`config.mk`:
```
export PLATFORM = sky130hd
export DESIGN_NAME = codec_config_sequencer_flat
export DESIGN_NICKNAME = d
export VERILOG_FILES = /design/src/rtl/codec_cfg_pkg.sv /design/src/rtl/codec_config_sequencer_if.sv /design/src/rtl/codec_cfg_rom.sv /design/src/rtl/codec_config_sequencer.sv /design/src/flat_wrapper.sv
export SDC_FILE = /design/constraint.sdc
export NUM_CORES = 1
export LEC_CHECK = 0
export ABC_AREA = 1
export BUFFER_PORTS_ARGS = -buffer_cell sky130_fd_sc_hd__buf_2
export CORE_ASPECT_RATIO = 1.1
export CORE_MARGIN = 5
export CORE_UTILIZATION = 45
export CTS_BUF_LIST = sky130_fd_sc_hd__clkbuf_4 sky130_fd_sc_hd__clkbuf_8
export CTS_CLUSTER_SIZE = 28
export DETAILED_ROUTE_END_ITERATION = 7
export PLACE_DENSITY = 0.65
export SYNTH_ARGS = -nofsm -noshare
export SYNTH_HDL_FRONTEND = slang
export SYNTH_SLANG_ARGS = --single-unit
```
`constraint.sdc`:
```
create_clock -name clk -period 1.9 [get_ports clk]
set_clock_uncertainty 0.2 [all_clocks]
set_input_delay 0.38 -clock clk [delete_from_list [all_inputs] [get_ports clk]]
set_output_delay 0.38 -clock clk [all_outputs]
set_load 0.005 [all_outputs]
```
`src/rtl/codec_cfg_pkg.sv`:
```
// Shared types and constants for the audio codec register-configuration sequencer.
// Holds the FSM state encoding and the ordered register-write table.
package codec_cfg_pkg;

  typedef enum logic [2:0] {
    IDLE,
    LOAD,
    RUN,
    CHECK,
    GAP,
    DONE,
    ERROR
  } seq_state_t;

  localparam int         NUM_WORDS  = 11;
  localparam logic [3:0] LAST_INDEX = 4'(NUM_WORDS - 1);
  localparam logic [2:0] ACK_ALL    = 3'b111;

  // Each entry is {reg_addr[6:0], reg_data[8:0]}, written in this order.
  localparam logic [15:0] CFG_TABLE [NUM_WORDS] = '{
    16'h1E00, 16'h0017, 16'h0217, 16'h0479, 16'h0679, 16'h0812,
    16'h0A00, 16'h0C00, 16'h0E01, 16'h1000, 16'h1201
  };

endpackage

```
`src/rtl/codec_config_sequencer_if.sv`:
```
// Handshake between the configuration sequencer (master) and the I2C engine (slave).
interface codec_config_sequencer_if;
  logic [15:0] cfg_word;
  logic        ignition;
  logic        finish_flag;
  logic [2:0]  ack;

  modport master (output cfg_word, ignition, input finish_flag, ack);
  modport slave  (input cfg_word, ignition, output finish_flag, ack);
endinterface

```
`src/rtl/codec_cfg_rom.sv`:
```
// Combinational lookup of the configuration table; indices past the end read as zero.
module codec_cfg_rom
  import codec_cfg_pkg::*;
(
  input  logic [3:0]  index,
  output logic [15:0] word
);

  always_comb begin
    word = 16'h0000;
    if (int'(index) < NUM_WORDS) word = CFG_TABLE[index];
  end

endmodule

```
`src/rtl/codec_config_sequencer.sv`:
```
// Walks the codec register table through an external I2C engine, one word per
// transaction, with per-word retry, a per-transaction timeout and an idle gap.
module codec_config_sequencer
  import codec_cfg_pkg::*;
#(
  parameter int GAP_CYCLES     = 50000,
  parameter int TIMEOUT_CYCLES = 2000000,
  parameter int MAX_RETRY      = 3
) (
  input  logic                            clk,
  input  logic                            reset,
  input  logic                            start,
  codec_config_sequencer_if.master        bus,
  output logic                            busy,
  output logic                            done,
  output logic                            error,
  output logic [3:0]                      word_index
);

  localparam int GAP_W = $clog2(GAP_CYCLES + 1);
  localparam int TO_W  = $clog2(TIMEOUT_CYCLES + 1);
  localparam int RTY_W = $clog2(MAX_RETRY + 1);

  localparam logic [GAP_W-1:0] GAP_LAST = GAP_W'(GAP_CYCLES - 1);
  localparam logic [TO_W-1:0]  TO_LAST  = TO_W'(TIMEOUT_CYCLES - 1);
  localparam logic [RTY_W-1:0] RTY_MAX  = RTY_W'(MAX_RETRY);

  seq_state_t       state, state_n;
  logic [3:0]       word_index_n;
  logic [RTY_W-1:0] retry, retry_n;
  logic [15:0]      cfg_word, cfg_word_n;
  logic [TO_W-1:0]  to_cnt, to_cnt_n;
  logic [GAP_W-1:0] gap_cnt, gap_cnt_n;
  logic             ack_ok, ack_ok_n;
  logic             finish_prev;
  logic             finish_rise;
  logic [15:0]      rom_word;

  codec_cfg_rom u_rom (
    .index (word_index),
    .word  (rom_word)
  );

  // finish_prev tracks the flag in every state, so a level left high from an
  // earlier transaction never looks like a fresh rising edge once RUN begins.
  assign finish_rise = bus.finish_flag & ~finish_prev;

  always_ff @(posedge clk or negedge reset) begin
    if (!reset) begin
      state       <= IDLE;
      word_index  <= 4'd0;
      retry       <= '0;
      cfg_word    <= 16'h0000;
      to_cnt      <= '0;
      gap_cnt     <= '0;
      ack_ok      <= 1'b0;
      finish_prev <= 1'b0;
    end else begin
      state       <= state_n;
      word_index  <= word_index_n;
      retry       <= retry_n;
      cfg_word    <= cfg_word_n;
      to_cnt      <= to_cnt_n;
      gap_cnt     <= gap_cnt_n;
      ack_ok      <= ack_ok_n;
      finish_prev <= bus.finish_flag;
    end
  end

  always_comb begin
    state_n      = state;
    word_index_n = word_index;
    retry_n      = retry;
    cfg_word_n   = cfg_word;
    to_cnt_n     = to_cnt;
    gap_cnt_n    = gap_cnt;
    ack_ok_n     = ack_ok;

    case (state)
      IDLE, DONE, ERROR: begin
        if (start) begin
          state_n      = LOAD;
          word_index_n = 4'd0;
          retry_n      = '0;
        end
      end
      LOAD: begin
        cfg_word_n = rom_word;
        to_cnt_n   = '0;
        state_n    = RUN;
      end
      RUN: begin
        // A real completion edge wins over a timeout landing on the same cycle.
        if (finish_rise) begin
          ack_ok_n = (bus.ack == ACK_ALL);
          state_n  = CHECK;
        end else if (to_cnt == TO_LAST) begin
          ack_ok_n = 1'b0;
          state_n  = CHECK;
        end else begin
          to_cnt_n = to_cnt + TO_W'(1);
        end
      end
      CHECK: begin
        gap_cnt_n = '0;
        if (ack_ok) begin
          retry_n = '0;
          if (word_index == LAST_INDEX) begin
            state_n = DONE;
          end else begin
            word_index_n = word_index + 4'd1;
            state_n      = GAP;
          end
        end else if ((retry + RTY_W'(1)) < RTY_MAX) begin
          retry_n = retry + RTY_W'(1);
          state_n = GAP;
        end else begin
          state_n = ERROR;
        end
      end
      GAP: begin
        if (gap_cnt == GAP_LAST) state_n = LOAD;
        else                     gap_cnt_n = gap_cnt + GAP_W'(1);
      end
      default: state_n = IDLE;
    endcase
  end

  assign bus.ignition = (state == RUN);
  assign bus.cfg_word = cfg_word;
  assign busy         = (state == LOAD) || (state == RUN) || (state == CHECK) || (state == GAP);
  assign done         = (state == DONE);
  assign error        = (state == ERROR);

endmodule

```
`src/flat_wrapper.sv`:
```
// flat-port wrapper written by rule: the top's interface ports become plain ports
module codec_config_sequencer_flat import codec_cfg_pkg::*;
#(
  parameter int GAP_CYCLES     = 50000,
  parameter int TIMEOUT_CYCLES = 2000000,
  parameter int MAX_RETRY      = 3
)
  (clk, reset, start, busy, done, error, word_index, bus_cfg_word, bus_ignition, bus_finish_flag, bus_ack);
  codec_config_sequencer_if bus_i ();
  input  logic clk;
  input  logic reset;
  input  logic start;
  output logic busy;
  output logic done;
  output logic error;
  output logic [3:0] word_index;
  output wire logic [$bits(bus_i.cfg_word)-1:0] bus_cfg_word;
  output wire logic [$bits(bus_i.ignition)-1:0] bus_ignition;
  input wire logic [$bits(bus_i.finish_flag)-1:0] bus_finish_flag;
  input wire logic [$bits(bus_i.ack)-1:0] bus_ack;
  assign bus_cfg_word = bus_i.cfg_word;
  assign bus_ignition = bus_i.ignition;
  assign bus_i.finish_flag = bus_finish_flag;
  assign bus_i.ack = bus_ack;
  codec_config_sequencer #(.GAP_CYCLES(GAP_CYCLES), .TIMEOUT_CYCLES(TIMEOUT_CYCLES), .MAX_RETRY(MAX_RETRY)) u_core (.clk(clk), .reset(reset), .start(start), .bus(bus_i), .busy(busy), .done(done), .error(error), .word_index(word_index));
endmodule
```
==> results of run 1 <==
==> flip-flops by register name (all words and copies together) (netlist names) <==
name                 cells
u_core.word_index        4
u_core.bus.cfg_word      9
u_core.retry             2
u_core.finish_prev       1
u_core.ack_ok            1
u_core.state             3
u_core.gap_cnt          16
u_core.to_cnt           21
==> power groups by stage <==
stage	Clock [mW]	Combinational (mW)	Sequential, mW
floorplan	0	0.0131	1.24
global placement	0	0.0420	1.24
detailed placement	0	0.0425	1.24
CTS	1.26	0.0453	1.22
global route	1.31	0.0510	1.21
finish	1.23	0.0437	1.22
==> critical path: stages, from the launching register on <==
cell and delay (ns):
dfrtp_2 0.44, inv_2 0.09, nand2_4 0.07, nor2_4 0.11, buf_6 0.13, buf_6 0.09
==> synthesized netlist by cell type (all sizes together) <==
library cell and n:
nand2 175, fa 1, a21oi 4, ha 8, o21bai 2, nor3 6, a22oi 1, o22ai 4
or2 1, o21ai 32, nor3b 1, a31oi 1, xnor2 6, nand3 42, inv 50, nand4 6
buf 14, dfrtp 57, o31ai 1, o41ai 2, conb 1, xor2 16, clkbuf 3, nor2 79
==> kinds of logic (layout without fill, tap and decap cells) <==
group | after synthesis | count (layout) | share of synthesized area
AO/OA/AOI/OAI | 47 | 47 | 0.0727
flip-flops | 57 | 57 | 0.395
other | 1 | 5 | 0.00104
AND/OR/NAND/NOR | 310 | 310 | 0.359
buffers and inverters | 67 | 119 | 0.0858
XOR/XNOR | 22 | 22 | 0.0533
adder cells (fa/ha/maj) | 9 | 9 | 0.0332
==> layout make-up <==
type,instances,area (sq um)
clock buffer,14,180
sequential,57,1430
timing repair buffer,53,408
tap,108,135
fill,769,3550
inverter,50,190
clock inverter,2,35.0
multi-input combinational,393,1940
==> what timing repair did <==
| item | 4_1_cts | 5_1_grt |
|---|---|---|
| gates resized for setup | 4 | 20 |
| pin swaps | 1 | 5 |
| setup buffers | 4 | 5 |
| setup endpoints to repair | 2 | 21 |
| hold buffers | 2 | 0 |
| hold endpoints to repair | 58 | 0 |
==> final timing paths <==
path                                              start                       to  cells after the start
max in group asynchronous                         reset        u_core.to_cnt[12]                      3
worst max-delay path                    u_core.state[0]             bus_ignition                      5
worst min register to register  u_core.bus.cfg_word[11]  u_core.bus.cfg_word[11]                      2
worst min-delay path                         bus_ack[0]            u_core.ack_ok                      3
worst max register to register          u_core.state[2]          u_core.retry[0]                      5
min in group asynchronous                         reset   u_core.bus.cfg_word[2]                      3
==> routing by layer <==
layer | wire, microns | part of all wire | GRT usage | vias to the layer above
met5 | 0 | 0 | 0 | -
met3 | 289 | 0.035 | 0.0282 | 17
li1 | - | - | - | 1702
met4 | 170 | 0.021 | 0.0711 | 0
met2 | 4130 | 0.50 | 0.303 | 66
met1 | 3670 | 0.44 | 0.222 | 1492
==> through the flow <==
step | worst slack (ns) | instance area, sq um | hold WS [ns] | instances | total power, mW
floorplan | 0.108 | 3630 | -0.116 | 517 | 1.25
global placement | 0.120 | 3950 | 0.208 | 650 | 1.28
detailed placement | 0.0600 | 3950 | 0.206 | 650 | 1.28
CTS | 0.00135 | 4220 | 0.107 | 672 | 2.53
global route | -0.0130 | 4320 | 0.110 | 677 | 2.58
finish | 0.0696 | 4320 | 0.125 | 677 | 2.49
==> qor.csv, run 1 <==
metric;value;unit
clk_pin_slew_worst_paths;0.06;ns
seq_area_frac_synth;0.395;
synth_top_cell_area_share;0.395;
maxCapViolCount;0;
syn2layout_area_growth;19.5;%
rsz0062_at_grt;yes;
synth_seq_cells;57;
endpoint_kind;output pin;
p_clk_frac;0.494;
cts_buffer_depth;2;
critPathMaxFanout;4;
final_common_cell;nand2_1;
die_height;104;microns
grt_use_total;0.178;
die_x;95.5;microns
htreeDepth;3;
wirelength;8260;microns
period_needed;1.83;ns
p_sw_frac;0.209;
diodes;0;
drc;0;
p_sw;0.520;mW
syn_avg_cell_area;7.05;sq um
dieArea;9930;sq um
period_share;0.963;
ys_types;34;
required;1.32;ns
drive_gt1_frac;0.172;
cts_root_buf;clkbuf_8;
outcome;finished, final reports clean;
rows;34;
r2r_slack;0.10;ns
tritoncts;yes;
dr_total_vias;3277;
ir_worst_vdd;0.364;mV
synth_top_area_cell;dfrtp_1;
layout_common_cells;171 x nand2_1, 71 x nor2_1, 51 x dfrtp_1;
netlist_instances;513;
worstSetupStartpointType;register;
p_int;1.97;mW
yosys_warnings;0;
cts.sinks;57;
via_per_inst;4.84;
hold_class;in -> reg;
drtAntennaViolNets;0;
firstDrtPassIters;4;
cts_buffers;9;
maxSlewViolCount;0;
path_class;reg -> out;
combPwrFrac;0.018;
grt_first_pass_wirelength;14300;microns
grt-ovfl-total;0;
synthTopCellsByArea;dfrtp_1 39%, nand2_1 18%, nor2_1 7.8%;
io_pins;31;
tns;0;ns
io_buffers;25;
max_freq;546;MHz
grt_max_degree;58;
grt_pass1_vias;3191;
post-route-util;0.549;
leakage;2.00;nW
start_util;0.459;
clk-insertion-delay-late;0.34;ns
setup_viol;0;
place_congestion;0.923;
power_frac_seq;0.489;
synth_area;3610;sq um
drt_iter0_markers;135;
grt_antenna_before_repair;0;
routedWlPerCell;12.2;microns
core-area;7870;sq um
arrival;1.25;ns
finish.net_count;580;
hpwl;5900;microns
final_hold_viol_count;0;
p_per_area;576;nW/um^2
No activity file was read; power rests on OpenSTA's default activity.
==> inputs of run 2 (changes only) <==
--- a/config.mk
+++ b/config.mk
@@ -5,15 +5,15 @@
 export SDC_FILE = /design/constraint.sdc
 export NUM_CORES = 1
 export LEC_CHECK = 0
-export ABC_AREA = 1
 export BUFFER_PORTS_ARGS = -buffer_cell sky130_fd_sc_hd__buf_2
 export CORE_ASPECT_RATIO = 1.1
 export CORE_MARGIN = 5
-export CORE_UTILIZATION = 45
+export CORE_UTILIZATION = 56
 export CTS_BUF_LIST = sky130_fd_sc_hd__clkbuf_4 sky130_fd_sc_hd__clkbuf_8
 export CTS_CLUSTER_SIZE = 28
 export DETAILED_ROUTE_END_ITERATION = 7
-export PLACE_DENSITY = 0.65
+export PLACE_DENSITY = 0.78
 export SYNTH_ARGS = -nofsm -noshare
 export SYNTH_HDL_FRONTEND = slang
+export SYNTH_HIERARCHICAL = 1
 export SYNTH_SLANG_ARGS = --single-unit
==> run 2 against run 1 <==
The run now ends with negative setup slack left; sequential power rose by 52%; critical endpoint is now u_core/to_cnt[18]; register-to-register slack got worse by 0.32 ns; critical path depth rose by 4; largest power group is now combinational cells.
==> qor.csv, run 2 <==
metric;value;unit;change
outcome;complete, but fails checks;;was finished, final reports clean
violations;negative setup slack;;
syn2layout_area_growth;38.2;%;was 19.5%
cts.sinks;64;;was 57
grt_antenna_before_repair;0;;unchanged
hold_class;in -> reg;;unchanged
critPathTopFamily;simple AND/OR/NAND/NOR gates;;was flip-flops
power;6.59;mW;was 2.49 mW
nFillCells;361;;was 769
worstSetupStartpointType;register;;unchanged
path_cells;ha_2, buf_6, nand2_4, nor4_4, nand4_2, buf_4, buf_4, a21oi_1, o21ai_1;;was inv_2, nand2_4, nor2_4, buf_6, buf_6
htreeDepth;3;;unchanged
final_hold_viol_count;0;;unchanged
cts_root_buf;clkbuf_8;;unchanged
drt_iter0_markers;379;;was 135
diodes;0;;unchanged
start_util;0.569;;was 0.459
ys_types;60;;was 34
via_per_inst;6.28;;was 4.84
dieArea;8390;sq um;was 9930 sq um
clk-insertion-delay-late;0.35;ns;was 0.34 ns
max_freq;471;MHz;was 546 MHz
cpPeakStageDelay;0.39;ns;was 0.44 ns
grt-ovfl-total;0;;unchanged
period_needed;2.12;ns;was 1.83 ns
firstDrtPassIters;5;;was 4
synth_top_area_cell;dfrtp_1;;unchanged
netlist_instances;424;;was 513
grt_first_pass_wirelength;16900;microns;was 14300 microns
place_congestion;0.881;;was 0.923
routedWlPerCell;19.7;microns;was 12.2 microns
synthTopCellsByArea;dfrtp_1 43%, nand2_1 8.6%, o21ai_0 5.2%;;was dfrtp_1 39%, nand2_1 18%, nor2_1 7.8%
grt_max_degree;65;;was 58
layout_common_cells;81 x nand2_1, 77 x buf_4, 62 x dfrtp_1;;was 171 x nand2_1, 71 x nor2_1, 51 x dfrtp_1
dr_total_vias;3948;;was 3277
seq_area_frac_synth;0.429;;was 0.395
hpwl;6530;microns;was 5900 microns
synth_common_cells;85 x nand2_1, 64 x dfrtp_1, 39 x o21ai_0;;was 172 x nand2_1, 75 x nor2_1, 57 x dfrtp_1
finish.net_count;560;;was 580
synth_seq_cells;64;;was 57
critPathMaxFanout;3;;was 4
drc;0;;unchanged
drtAntennaViolNets;0;;unchanged
tritoncts;yes;;unchanged
synth_area;3730;sq um;was 3610 sq um
required;1.94;ns;was 1.32 ns
final_common_cell;nand2_1;;unchanged
synthArstFlopShare;1.00;;unchanged
grt_use_total;0.259;;was 0.178
maxCapViolCount;0;;unchanged
path_class;reg -> reg;;was reg -> out
synth.most_common_cell;nand2_1;;unchanged
arrival;2.16;ns;was 1.25 ns
p_int;3.89;mW;was 1.97 mW
top_register;u_core/to_cnt;;was u_core.to_cnt
cp_slowest_cell;dfrtp_1;;was dfrtp_2
rsz0062_at_grt;yes;;unchanged
relSlewSlack;0.662;;
io_pins;31;;unchanged
synth_edf_count;0;;unchanged
hold_slack;0.123;ns;was 0.125 ns
p_per_area;1280;nW/um^2;was 576 nW/um^2
reg_top3;u_core/to_cnt x21, u_core/bus.cfg_word x16, u_core/gap_cnt x16;;was u_core.to_cnt x21, u_core.gap_cnt x16, u_core.bus.cfg_word x9
wirelength;12400;microns;was 8260 microns
endpoint_kind;register;;was output pin
syn_avg_cell_area;8.80;sq um;was 7.05 sq um
drive_gt1_frac;0.386;;was 0.172
worstMarginPinSlew;0.506;ns;
grt_pass1_vias;3637;;was 3191
combPwrFrac;0.529;;was 0.018
leakage;2.47;nW;was 2.00 nW
p_sw_frac;0.410;;was 0.209
p_sw;2.71;mW;was 0.520 mW
cp_common_cell;buf_4;;was buf_6
core-area;6560;sq um;was 7870 sq um
period_share;1.12;;was 0.963
cts_buffer_depth;2;;unchanged
p_clk_frac;0.189;;was 0.494
clk_pin_slew_worst_paths;0.08;ns;was 0.06 ns
setup_slack;-0.222;ns;was 0.0696 ns
ir_worst_vdd;0.909;mV;was 0.364 mV
cts_buffers;9;;unchanged
largest_reg_flops;21;;unchanged
die_height;95.6;microns;was 104 microns
io_buffers;30;;was 25
yosys_warnings;6;;was 0
synth_top_cell_area_share;0.429;;was 0.395
path_buf_inv;3;;unchanged
setup_viol;32;;was 0
maxSlewViolCount;0;;unchanged
die_x;87.8;microns;was 95.5 microns
power_frac_seq;0.283;;was 0.489
ys.flop_type;dfrtp_1;;unchanged
dpl_worst_slack;-0.157;ns;was 0.0600 ns
rows;31;;was 34
[run 2: changes by cell type after synthesis, sizes merged, moves of 11 or more]
cell	change
nand2	-89
o21ai	+11
nand3	-23
inv	-36
a21oi	+15
nor2	-47
xor2	-13
[run 2: what timing repair did]
item | 4_1_cts | 5_1_grt
endpoints found under the hold margin | 65 | 0
resized for setup | 40 | 61
hold buffers | 2 | 0
buffers inserted | 14 | 12
cloned | 2 | 1
endpoints found under the setup margin | 39 | 46
pin swaps | 11 | 33
[run 2: worst paths after layout]
kind,start,end,slack [ns],cells past startpoint
min reg2reg,u_core/bus.cfg_word[14],u_core/bus.cfg_word[14],0.28,2
max,u_core/to_cnt[1],u_core/to_cnt[18],-0.22,9
min in group asynchronous,reset,u_core/to_cnt[6],0.36,3
max in group asynchronous,reset,u_core/to_cnt[19],0.82,3
min,bus_ack[0],u_core/ack_ok,0.12,3
max reg2reg,u_core/to_cnt[1],u_core/to_cnt[18],-0.22,9
[run 2: logic make-up (layout without fill, tap and decap cells)]
group           count (synthesis)  in the layout  synth area share
simple gates                  196            196             0.275
compound gates                 97             97             0.164
flops                          64             64             0.429
buf+inv                        40            159            0.0564
fa+ha+maj                      11             11            0.0369
xor+xnor                        9              9            0.0211
mux                             6              6            0.0161
other cells                     1              5           0.00101
[run 2: metrics by stage]
| stage | cells | utilization | cell area, sq um | TNS [ns] |
|---|---|---|---|---|
| 5_1_grt | 629 | 0.787 | 5160 | -5.80 |
| 2_1_floorplan | 428 | - | 3780 | -0.0261 |
| 4_1_cts | 616 | 0.742 | 4870 | -0.955 |
| 3_3_place_gp | 583 | 0.671 | 4400 | -1.46 |
| 6_report | 629 | 0.787 | 5160 | -3.92 |
| 3_5_place_dp | 583 | 0.671 | 4400 | -2.75 |
[run 2: tightest hold or removal path, stage by stage]
cell,delay [ns]
buf_2,0.10
nand4_1,0.07
o21ai_0,0.07
[run 2: power groups by stage]
stage               clock network (mW)  registers, mW  logic (mW)
floorplan                            0           1.84        1.43
global placement                     0           1.81        2.31
detailed placement                   0           1.83        2.38
CTS                               1.24           1.83        2.81
global route                      1.33           1.90        3.67
finish                            1.25           1.86        3.49
[run 2: layer usage]
metal  up-vias  GRT usage  routed length [microns]
li1       1724          -                        -
met1      1865      0.310                     4590
met2       291      0.434                     6190
met3        68     0.0691                     1030
met4         0      0.119                      575
met5         -          0                        0
[run 2: cell type report]
| class | instances | area [sq um] | share of cell area |
|---|---|---|---|
| clock inverter | 3 | 40.0 | 0.00777 |
| multi-input combinational | 324 | 2200 | 0.427 |
| sequential | 64 | 1600 | 0.311 |
| clock buffer | 13 | 166 | 0.0323 |
| inverter | 14 | 60.1 | 0.0116 |
| timing repair buffer | 129 | 982 | 0.190 |
| tap | 82 | 103 | 0.0199 |
